[config.mk]
export PLATFORM = sky130hd
export DESIGN_NAME = fetch_stage_flat
export DESIGN_NICKNAME = d
export VERILOG_FILES = /design/src/rtl/fetch_if.sv /design/src/rtl/fetch_stage.sv /design/src/flat_wrapper.sv
export SDC_FILE = /design/constraint.sdc
export NUM_CORES = 1
export LEC_CHECK = 0
export CAP_MARGIN = 25
export CORE_ASPECT_RATIO = 2
export CORE_MARGIN = 2
export CORE_UTILIZATION = 43
export CTS_BUF_LIST = sky130_fd_sc_hd__clkbuf_2 sky130_fd_sc_hd__clkbuf_4 sky130_fd_sc_hd__clkbuf_8
export CTS_CLUSTER_DIAMETER = 100
export DETAILED_ROUTE_END_ITERATION = 10
export GPL_ROUTABILITY_DRIVEN = 0
export PLACE_DENSITY = 0.79
export SLEW_MARGIN = 10
export SYNTH_ARGS = -nofsm -noshare
export SYNTH_HDL_FRONTEND = slang
export SYNTH_SLANG_ARGS = --single-unit
[constraint.sdc]
create_clock -name clk -period 2.7 [get_ports clk]
set_input_delay 0.54 -clock clk [delete_from_list [all_inputs] [get_ports clk]]
set_output_delay 0.54 -clock clk [all_outputs]
set_load 0.1 [all_outputs]
[src/rtl/fetch_if.sv]
// Fetch-stage bus: instruction-memory read port plus the decode-side handshake.
// stall_i=1 means decode holds this cycle and the stage must keep its outputs; jmp_taken_i overrides it.
interface fetch_if #(
  parameter int ADDR_W  = 16,
  parameter int INSTR_W = 32
);
  logic [ADDR_W-1:0]  imem_addr;
  logic [INSTR_W-1:0] imem_rdata;
  logic               stall_i;
  logic               jmp_taken_i;
  logic [ADDR_W-1:0]  jmp_target_i;
  logic [INSTR_W-1:0] if_instr_o;
  logic [ADDR_W-1:0]  if_pc_o;
  logic               if_valid_o;
  logic [1:0]         op_o;
  logic [1:0]         inst_o;

  modport master (
    output imem_addr, if_instr_o, if_pc_o, if_valid_o, op_o, inst_o,
    input  imem_rdata, stall_i, jmp_taken_i, jmp_target_i
  );

  modport slave (
    input  imem_addr, if_instr_o, if_pc_o, if_valid_o, op_o, inst_o,
    output imem_rdata, stall_i, jmp_taken_i, jmp_target_i
  );
endinterface

[src/rtl/fetch_stage.sv]
// Instruction fetch stage: PC, one-cycle imem request slot (F1) and decode output register.
// Optional FETCH_PERF_EN adds fetched-instruction and bubble counters.
module fetch_stage #(
    parameter int              ADDR_W   = 16,
    parameter int              INSTR_W  = 32,
    parameter logic [ADDR_W-1:0] RESET_PC = '0
) (
    input logic clk,
    input logic rst,
    fetch_if.master bus
`ifdef FETCH_PERF_EN
    ,
    output logic [31:0] perf_fetch_cnt_o,
    output logic [31:0] perf_bubble_cnt_o
`endif
);

    logic [ADDR_W-1:0]  pc_q, pc_d;
    logic [ADDR_W-1:0]  f1_pc_q, f1_pc_d;
    logic               f1_valid_q, f1_valid_d;
    logic [INSTR_W-1:0] out_instr_q, out_instr_d;
    logic [ADDR_W-1:0]  out_pc_q, out_pc_d;
    logic               out_valid_q, out_valid_d;

    // A stall re-reads the in-flight address so imem_rdata still matches F1 on release.
    always_comb begin
        bus.imem_addr = pc_q;
        if (rst) begin
            bus.imem_addr = RESET_PC;
        end else if (bus.jmp_taken_i) begin
            bus.imem_addr = bus.jmp_target_i;
        end else if (bus.stall_i) begin
            bus.imem_addr = f1_pc_q;
        end
    end

    always_comb begin
        pc_d        = pc_q;
        f1_pc_d     = f1_pc_q;
        f1_valid_d  = f1_valid_q;
        out_instr_d = out_instr_q;
        out_pc_d    = out_pc_q;
        out_valid_d = out_valid_q;
        if (bus.jmp_taken_i) begin
            f1_pc_d     = bus.jmp_target_i;
            f1_valid_d  = 1'b1;
            pc_d        = bus.jmp_target_i + 1'b1;
            out_valid_d = 1'b0;
        end else if (!bus.stall_i) begin
            out_instr_d = bus.imem_rdata;
            out_pc_d    = f1_pc_q;
            out_valid_d = f1_valid_q;
            f1_pc_d     = pc_q;
            f1_valid_d  = 1'b1;
            pc_d        = pc_q + 1'b1;
        end
    end

    always_ff @(posedge clk) begin
        if (rst) begin
            pc_q        <= RESET_PC;
            f1_pc_q     <= '0;
            f1_valid_q  <= 1'b0;
            out_instr_q <= '0;
            out_pc_q    <= '0;
            out_valid_q <= 1'b0;
        end else begin
            pc_q        <= pc_d;
            f1_pc_q     <= f1_pc_d;
            f1_valid_q  <= f1_valid_d;
            out_instr_q <= out_instr_d;
            out_pc_q    <= out_pc_d;
            out_valid_q <= out_valid_d;
        end
    end

    assign bus.if_instr_o = out_instr_q;
    assign bus.if_pc_o    = out_pc_q;
    assign bus.if_valid_o = out_valid_q;

    // Bubbles decode as a no-op: op=00, inst=10.
    always_comb begin
        bus.op_o   = 2'b00;
        bus.inst_o = 2'b10;
        if (out_valid_q) begin
            bus.op_o   = out_instr_q[INSTR_W-1:INSTR_W-2];
            bus.inst_o = out_instr_q[INSTR_W-3:INSTR_W-4];
        end
    end

`ifdef FETCH_PERF_EN
    logic [31:0] fetch_cnt_q, fetch_cnt_d;
    logic [31:0] bubble_cnt_q, bubble_cnt_d;

    always_comb begin
        fetch_cnt_d  = fetch_cnt_q;
        bubble_cnt_d = bubble_cnt_q;
        if (out_valid_d && (bus.jmp_taken_i || !bus.stall_i)) begin
            fetch_cnt_d = fetch_cnt_q + 32'd1;
        end
        if (!out_valid_d && (bus.jmp_taken_i || !bus.stall_i)) begin
            bubble_cnt_d = bubble_cnt_q + 32'd1;
        end
    end

    always_ff @(posedge clk) begin
        if (rst) begin
            fetch_cnt_q  <= '0;
            bubble_cnt_q <= '0;
        end else begin
            fetch_cnt_q  <= fetch_cnt_d;
            bubble_cnt_q <= bubble_cnt_d;
        end
    end

    assign perf_fetch_cnt_o  = fetch_cnt_q;
    assign perf_bubble_cnt_o = bubble_cnt_q;
`endif

endmodule

[src/flat_wrapper.sv]
// flat-port wrapper written by rule: the top's interface ports become plain ports
module fetch_stage_flat 
#(
    parameter int              ADDR_W   = 16,
    parameter int              INSTR_W  = 32,
    parameter logic [ADDR_W-1:0] RESET_PC = '0
)
  (clk, rst, bus_imem_addr, bus_if_instr_o, bus_if_pc_o, bus_if_valid_o, bus_op_o, bus_inst_o, bus_imem_rdata, bus_stall_i, bus_jmp_taken_i, bus_jmp_target_i);
  fetch_if #(.ADDR_W(ADDR_W), .INSTR_W(INSTR_W)) bus_i ();
  input logic clk;
  input logic rst;
  output wire logic [$bits(bus_i.imem_addr)-1:0] bus_imem_addr;
  output wire logic [$bits(bus_i.if_instr_o)-1:0] bus_if_instr_o;
  output wire logic [$bits(bus_i.if_pc_o)-1:0] bus_if_pc_o;
  output wire logic [$bits(bus_i.if_valid_o)-1:0] bus_if_valid_o;
  output wire logic [$bits(bus_i.op_o)-1:0] bus_op_o;
  output wire logic [$bits(bus_i.inst_o)-1:0] bus_inst_o;
  input wire logic [$bits(bus_i.imem_rdata)-1:0] bus_imem_rdata;
  input wire logic [$bits(bus_i.stall_i)-1:0] bus_stall_i;
  input wire logic [$bits(bus_i.jmp_taken_i)-1:0] bus_jmp_taken_i;
  input wire logic [$bits(bus_i.jmp_target_i)-1:0] bus_jmp_target_i;
  assign bus_imem_addr = bus_i.imem_addr;
  assign bus_if_instr_o = bus_i.if_instr_o;
  assign bus_if_pc_o = bus_i.if_pc_o;
  assign bus_if_valid_o = bus_i.if_valid_o;
  assign bus_op_o = bus_i.op_o;
  assign bus_inst_o = bus_i.inst_o;
  assign bus_i.imem_rdata = bus_imem_rdata;
  assign bus_i.stall_i = bus_stall_i;
  assign bus_i.jmp_taken_i = bus_jmp_taken_i;
  assign bus_i.jmp_target_i = bus_jmp_target_i;
  fetch_stage #(.ADDR_W(ADDR_W), .INSTR_W(INSTR_W), .RESET_PC(RESET_PC)) u_core (.clk(clk), .rst(rst), .bus(bus_i));
endmodule
* Yosys cells after proc, flatten, opt, wreduce, memory -nomap -nowiden *
Index checks and enable logic that the tools add are counted.
W data, S select, Z words.

word-level totals
  bits in registers = 82
  input port bits = 52
  output and inout bits = 69
  word-level logic and storage cells = 22

cells by class
  $add $sub $neg = 2
  equal/unequal tests = 1
  muxes and demuxes = 9
  bitwise gates (word level) = 2
  reduce and logical (&&, ||, !) cells = 2

operators with widths
  cell                     number
  $mux W16                 5
  $add A16 B1 Y16 const B  2
  $mux W2                  2
  $mux W1                  2
  $ne A2 B1 Y1 const B     1
  $not A1 Y1               2
  $reduce_and A2 Y1        1
  $reduce_or A2 Y1         1

* Depth between registers and ports, before layout *
  depth in word-level cells = 3
  depth in mapped cells = 10
  mapped depth without buffers = 7

* Worst setup path after synthesis *
No wires, ideal clock.

  path kind = in2out
  from = input bus_stall_i
  to = output bus_imem_addr[0]
  arrival = 3.386 ns
  required time = 2.160 ns
  slack = -1.226 ns
  stages on the path = 4
  buffers on the path = 2
  cell sequence = buf_2 -> clkbuf_1 -> a211oi_1 -> nor3_1

between the ends
  cells in the longest elaborated chain, start to end = 3

RTL lines
  item                   RTL line            text
  start: declaration     flat_wrapper.sv:19  input wire logic [$bits(bus_i.stall_i)-1:0] bus_stall_i;
  $mux W16 (3 in a row)  --
  end: declaration       flat_wrapper.sv:12  output wire logic [$bits(bus_i.imem_addr)-1:0] bus_imem_addr;

Every way passes these cells.

* Worst setup path in the final report *
  from = input bus_stall_i
  to = output bus_imem_addr[8]

The elaborated chain is that of the path after synthesis.

==> summary.txt <==
Run status
  • Outcome: completed

Drt
  • Wirelength per Cell: 15.9 µm
  • Antenna viol nets, final: 0
  • Routed WL: 10700 µm
  • Via/cell ratio: ~5.4
  • First-pass DRT Iterations: 6
  • DRT iter0 DRCs: 190
  • DRC: 0
  • Via count: 3615

Layout
  • Layout cell share with drive strength beyond 1: 22.9%
  • Area occupied by registers: 0.00164 mm²
  • Fin area: 0.00535 mm²
  • Multi-input gate area: 0.00197 mm²
  • Fill count: 729
  • Area growth syn-to-layout: 45.2%
  • Ant diodes: 0
  • Final #Nets: 624

Global routing
  • Vias in the first global route: between 3k and 4k
  • GRT Overall Usage: between 20% and 30%
  • Total grt overflow: 0
  • Initial antenna violation count: 0
  • Largest net degree at the start of global routing: 49
  • First-pass GRT wire length: about 18000 µm

Die
  • Die height: approximately 130 µm
  • Chip width: 69.4 µm
  • Core area: 0.00829 mm²
  • IO Pins: 121
  • Initial Utilization: 44.4%
  • Row cnt: 47
  • Die area: 0.00936 mm²

Setup path
  • CP required: 2.16 ns
  • Crit path max-delay family: buffers and inverters
  • Worst setup SP type: input port
  • Crit-path cells: clkdlybuf4s50_1 > buf_12 > mux2i_1 > nor2_1 > a21oi_1 > nor2_1 > buf_12
  • CP max stage cell: clkdlybuf4s50_1
  • Levels on crit path: 7
  • WP data arrival: 2.02 ns
  • Worst Path Max Fanout: 28
  • Worst Path Class, Setup: in -> out
  • Crit path capture type: output pin
  • Worst path bufs/invs: 3
  • Crit-path max cell delay: 0.51 ns
  • Worst R2R Path Depth: 8

STA
  • Max Slew Vio Count: 0
  • Minimum clock period: roughly 2.6 ns
  • Final Hold Fails: 0
  • Max Freq: about 0.39 GHz
  • Worst Hold Slack: between 0.4 and 0.5 ns
  • Worst slew pin tran: ~0.47 ns
  • RSZ-0062 raised after global routing: false
  • Setup_tns: 0 ns
  • Max transition margin: 67.4%
  • Layout Skew: 0.00501 ns
  • Final period util: between 90% and 100%
  • Worst setup margin: 0.137 ns
  • Final setup vio count: 0

Min path
  • Hold Crit Class: reg -> reg
  • Hold Path Stages: 2

Power and ir drop
  • Power Total: between 3000 and 4000 µW
  • Power density cells: 574 mW/mm²
  • P_leak: around 0.0021 µW
  • Maximum VDD drop: approximately 360 µV

Synth
  • Synthesized area: 0.00368 mm²
  • Ranking of synthesized cells by area: dfxtp_1 (45%), nand2_1 (12%), a21oi_1 (8.7%)
  • Top-count cell post-synth: nand2_1
  • Post-synth EDFFs: 0
  • Distinct cells, synth: 50
  • Syn_nets: ~500
  • Post-synth ARST share: 0%
  • Cells after synthesis: about 450
  • Post-synth top area share: 44.6%
  • Synth area leader: dfxtp_1
  • Post-synthesis sequential area ratio: 44.6%
  • Syn avg cell area: 8.16 µm²
  • Post-synth top cells: nand2_1 (113), dfxtp_1 (82), a21oi_1 (64)
  • Synth warn: 0
  • Synth Flop Type: dfxtp_1
  • #FFs+latches synth: 82

Clocking
  • Clk buf depth: 2
  • Root buffer cell: clkbuf_8
  • H-tree depth: 3
  • CTS tree: built
  • Reg clk slew, reported paths: about 0.07 ns
  • Postcts setup bufs: 0
  • CTS Hold Buffers Added: 0
  • Worst-Skew Late Latency: 0.35 ns
  • Clock sinks: between 80 and 90
  • CTS-repair resized insts: 0
  • Inserted Clock Buffers: 9

Placed design
  • HPWL after DPL: 8150 µm
  • Pre-CTS worst setup slack: 0.128 ns
  • Post-DP Area: about 0.0051 mm²
  • IO buf count: 120

Job
  • Max_cap viols: 0
## path summary, 6_finish.rpt
| check | start | end | slack [ns] |
|---|---|---|---|
| max | bus_stall_i | bus_imem_addr[8] | 0.14 |
| min | u_core.bus.if_instr_o[15] | u_core.bus.if_instr_o[15] | 0.46 |
| max reg2reg | u_core.pc_q[1] | u_core.pc_q[8] | 0.86 |
| min reg2reg | u_core.bus.if_instr_o[15] | u_core.bus.if_instr_o[15] | 0.46 |
## logic make-up after synthesis
| logic type | synth area share, % |
|---|---|
| buffers and inverters | 3.81 |
| and+or+nand+nor | 23.8 |
| xor gates and xnor gates | 4.76 |
| AOI/OAI and AO/OA | 16.3 |
| DFF | 44.6 |
| muxes | 6.39 |
| adders and majority gates | 0.340 |
## metal layers
layer	up-vias	part of all wire [%]	GRT usage, %	wire length, µm
met2	110	58	45.2	6270
met5	-	0	0	0
met1	1690	34	24.0	3650
met4	0	3.1	12.7	328
met3	26	4.5	3.73	483
li1	1789	-	-	-
## power by group
part / switching (µW) / leakage [µW] / total (µW) / internal, µW
sequential: 49.7 / 0.000673 / 1320 / 1270
clock: 423 / 0.000114 / 963 / 540
combinational: 529 / 0.00136 / 784 / 255
total: 1000 / 0.00214 / 3070 / 2070
## layout by cell type, fill, tap and decap left out, types with 3 or more instances in the layout
master and n:
nand2_1 113, dfxtp_1 82, buf_4 68, a21oi_1 63
clkdlybuf4s50_1 49, nor2_1 26, mux2i_1 19, buf_12 18
xor2_1 11, a211oi_1 9, nand3_1 9, xnor2_1 9
clkbuf_8 9, nor2_2 6, nor2_4 6, nand4_1 6
inv_1 5, nor3_1 5, o21ai_0 4, o22ai_1 4
mux2_2 3, and2_1 3, nand3b_1 3, and3_1 3
nor3b_1 3
## cell type report
class	instances	share of cell area, %
Timing Repair Buffer	137	25.6
Multi-Input combinational cell	336	36.9
Sequential cell	82	30.7
Clock inverter	5	1.47
Tap cell	98	2.29
Clock buffer	11	2.60
Inverter	5	0.351
## worst min-delay path: cells and delay by family (launching register included)
kind / cells / cell delay [ns]
AND/OR/NAND/NOR: 1 / 0.05
AO/OA/AOI/OAI: 1 / 0.05
flip-flops: 1 / 0.31
## registers in the layout (all words and copies together) (netlist names)
register               flops
u_core.f1_valid_q          1
u_core.bus.if_valid_o      1
u_core.bus.if_pc_o        16
u_core.pc_q               16
u_core.bus.if_instr_o     32
u_core.f1_pc_q            16
## per-stage QoR
step | util (%) | std cells
finish | 64.5 | 674
CTS | 64.5 | 674
global route | 64.5 | 674
global placement | 61.9 | 658
detailed placement | 61.9 | 658
floorplan | - | 451
No activity file was read; power rests on OpenSTA's default activity.
